<file path="config.mk">
export PLATFORM = sky130hd
export DESIGN_NAME = thirty_two_bit_dff
export DESIGN_NICKNAME = d
export VERILOG_FILES = /design/src/rtl/thirty_two_bit_dff.sv
export SDC_FILE = /design/constraint.sdc
export NUM_CORES = 1
export LEC_CHECK = 0
export ABC_AREA = 0
export CAP_MARGIN = 10
export CORE_AREA = 2 2 54 56
export CTS_CLUSTER_SIZE = 40
export DETAILED_ROUTE_END_ITERATION = 10
export DIE_AREA = 0 0 56 58
export PLACE_DENSITY = 0.76
export SLEW_MARGIN = 30
export SYNTH_ARGS = -nofsm -noshare
export SYNTH_HDL_FRONTEND = slang
export SYNTH_SLANG_ARGS = --single-unit
export TNS_END_PERCENT = 10
</file>
<file path="constraint.sdc">
create_clock -name clk -period 1.3 [get_ports clk]
set_clock_uncertainty 0.05 [all_clocks]
set_input_delay 0.26 -clock clk [delete_from_list [all_inputs] [get_ports clk]]
set_output_delay 0.26 -clock clk [all_outputs]
set_load 0.02 [all_outputs]
</file>
<file path="src/rtl/thirty_two_bit_dff.sv">
`timescale 1ns/100ps
`default_nettype none
// ============================================================================
//  Module   : thirty_two_bit_dff
//  Purpose  : WIDTH-bit rising-edge D flip-flop bank with asynchronous,
//             active-high reset. Optionally carries a registered even-parity
//             bit of the stored word.
//  Ports    : Q      - output [WIDTH-1:0], registered data
//             D      - input  [WIDTH-1:0], data to be registered
//             clk    - input, rising-edge sampling clock
//             resetb - input, asynchronous reset, active-high (1 = reset)
//             Qp     - output, registered even parity of Q
//                      (present only when DFF_PARITY_EN is defined)
//  Config   : DFF_PARITY_EN - when defined, adds the Qp output and its flop
//  Revision : 1.0 - initial release
// ============================================================================
module thirty_two_bit_dff #(
  parameter int               WIDTH       = 32,
  parameter logic [WIDTH-1:0] RESET_VALUE = '0
) (
  output logic [WIDTH-1:0] Q,
  input  logic [WIDTH-1:0] D,
  input  logic             clk,
  input  logic             resetb
`ifdef DFF_PARITY_EN
  ,
  output logic             Qp
`endif
);

  logic [WIDTH-1:0] r_q;

  // The whole word is one register so every bit updates on the same edge.
  always_ff @(posedge clk or posedge resetb) begin
    if (resetb) begin
      r_q <= RESET_VALUE;
    end else begin
      r_q <= D;
    end
  end

  assign Q = r_q;

`ifdef DFF_PARITY_EN
  logic r_qp;

  // Parity is computed from D and registered alongside it, so Qp always
  // matches the XOR-reduction of Q without a combinational path through Q.
  always_ff @(posedge clk or posedge resetb) begin
    if (resetb) begin
      r_qp <= ^RESET_VALUE;
    end else begin
      r_qp <= ^D;
    end
  end

  assign Qp = r_qp;
`endif

endmodule
`default_nettype wire

</file>
==> out/qor.csv <==
stage,metric,value,unit
final_layout,regArea,801,um^2
pwr,p_int,1.45,mW
floorplanning,die_area,0.00325,mm^2
routing,vias_per_cell,3.94,
critical_path,cp-start-kind,register,
critical_path,crit_fanout,1,
sta,setup_viol,0,
critical_path,crit_type,register to output port,
clock_network,cts.path.max_buffers,2,
critical_path,cp.arrival,940,ps
global_routing,grt_start_max_net_pins,17,
clock_network,root_buffer,clkbuf_4,
final_layout,largest_reg_flops,32,
placement,io_buffers,65,
synth,yosysWarnings,0,
pwr,p_clk_share,29.8,%
critical_path,cp-end-kind,output port,
floorplanning,io_pins,66,
job,drv_cap,0,
pwr,powerDensity,1270,mW/mm^2
floorplanning,rows,19,
critical_path,crit_buf_inv,1,
pwr,p_leak,0.693,nW
synth,syn-cell-area,805,um^2
placement,placed_cell_area,0.00153,mm^2
synth,yosysSeqAreaShare,99.5,%
floorplanning,core-area,0.00266,mm^2
final_layout,nFillCells,238,
placement,gp_congestion,0.645,
synth,ys_seq_elements,32,
routing,drt-pass1-iter-count,2,
critical_path,critPathCapture,Q[23],
global_routing,grt_pass1_vias,607,
pwr,switching_share,22.4,%
sta,max_freq,0.801,GHz
final_layout,nMultiInputCombCells,0,
pwr,p_seq_share,56.6,%
synth,avgSynthCellArea,24.4,um^2
critical_path,cp_top_family,flip-flops,
routing,drtIter0Drc,7,
clock_network,clk_pin_slew,90,ps
routing,drc,0,
pwr,comb_power_share,13.6,%
sta,slew_headroom,88.4,%
critical_path,crit_chain,clkdlybuf4s15_2,
final_layout,area_growth,82.7,%
final_layout,fin_area,0.00147,mm^2
global_routing,gr-usage-all-layers,11.5,%
status,status,finished clean,
synth,synth_nets,67,
critical_path,slowest_stage,dfrtp_1,
final_layout,final_core_util,55.2,%
routing,wire_per_inst,11.5,um
floorplanning,fp.dieH,58,um
final_layout,final_nets,141,
final_layout,layout-drive-gt1-share,37.0,%
pwr,netSwitchingPower,419,uW
clock_network,numCtsBuffers,5,
synth,synth_cell_types,2,
clock_network,h-tree-depth,2,
routing,antenna_left,0,
routing,vias,547,
clock_network,clock_sinks,32,
critical_path,path_depth,1,
global_routing,overflow,0,
pwr,peakVddDrop,0.858,mV
sta,rsz0062_at_grt,false,
hold_path,hold_class,input pin to async pin,
global_routing,grt_pass1_wl,2.57,mm
synth,synthCells,33,
floorplanning,start_util,30.2,%
critical_path,slowest_delay,380,ps
critical_path,crit_required,990,ps
sta,finalCritPeriodShare,96.0,%
floorplanning,die_w,56,um
pwr,total_power,1.87,mW
sta,post-route-min-period,1250,ps
sta,drv_slew,0,
routing,routed_wl,1.60,mm
final_layout,multi_input_area,0,um^2
sta,final-hold-violation-count,0,
global_routing,antenna_found_initial,0,
final_layout,antenna_cells,0,
sta,max_slew.worst_pin.slew,173,ps
critical_path,crit_start,Q[23],
clock_network,cts_tree,built,
## final cells by class
class	instances	share of cell area, %
sequential	32	54.5
timing repair buffer	67	38.6
clock buffer	8	4.00
tap	31	2.64
inverter	1	0.255
## worst min-delay path by stage
stage | from | end | slack, ps
3_3_place_gp | resetb | Q[27] | 610
6_report | resetb | Q[27] | 270
4_1_cts | resetb | Q[27] | 260
3_5_place_dp | resetb | Q[27] | 610
5_1_grt | resetb | Q[27] | 270
2_1_floorplan | D[0] | Q[0] | 240
## power by group through the flow
stage          combinational [mW]  sequential (mW)  clock, mW
2_1_floorplan              0.0147             1.15          0
6_report                    0.255             1.06      0.556
5_1_grt                     0.271             1.06      0.639
4_1_cts                     0.283             1.06      0.589
3_3_place_gp                0.298             1.08          0
3_5_place_dp                0.303             1.08          0
## stage by stage
stage | setup WS, ps | TNS, ps | hold WS [ps] | instances
global route | 0.639 | 0 | 272 | 139
floorplan | 299 | 0 | 241 | 33
detailed placement | 63.1 | 0 | 609 | 131
finish | 52.2 | 0 | 273 | 139
global placement | 86.4 | 0 | 611 | 131
CTS | -2.65 | -2.65 | 260 | 139
## cell usage in the layout, fill, tap and decap left out, drive strengths merged
cell,count
buf,11
clkbuf,25
clkdlybuf4s15,6
clkdlybuf4s50,33
dfrtp,32
inv,1
## cells in the mapped netlist, drive strengths merged
cell    n  area share [%]
dfrtp  32             100
inv     1            0.47
## metal layers
| layer | vias up | wire [um] | track usage (%) |
|---|---|---|---|
| met2 | 42 | 819 | 18.8 |
| li1 | 249 | - | - |
| met3 | 8 | 192 | 6.03 |
| met1 | 248 | 525 | 10.3 |
| met5 | - | 0 | 0 |
| met4 | 0 | 65 | 10.2 |
## what timing repair did
item                       4_1_cts  5_1_grt
setup endpoints to repair       32       26
pin swaps                        0        0
resized for setup               79       26
cloned                           0        0
hold buffers                     0        0
buffers inserted                 0        0
## logic make-up after synthesis
family | synth area share, %
DFF | 99.5
buffers and inverters | 0.466
No activity file was read; power rests on OpenSTA's default activity.
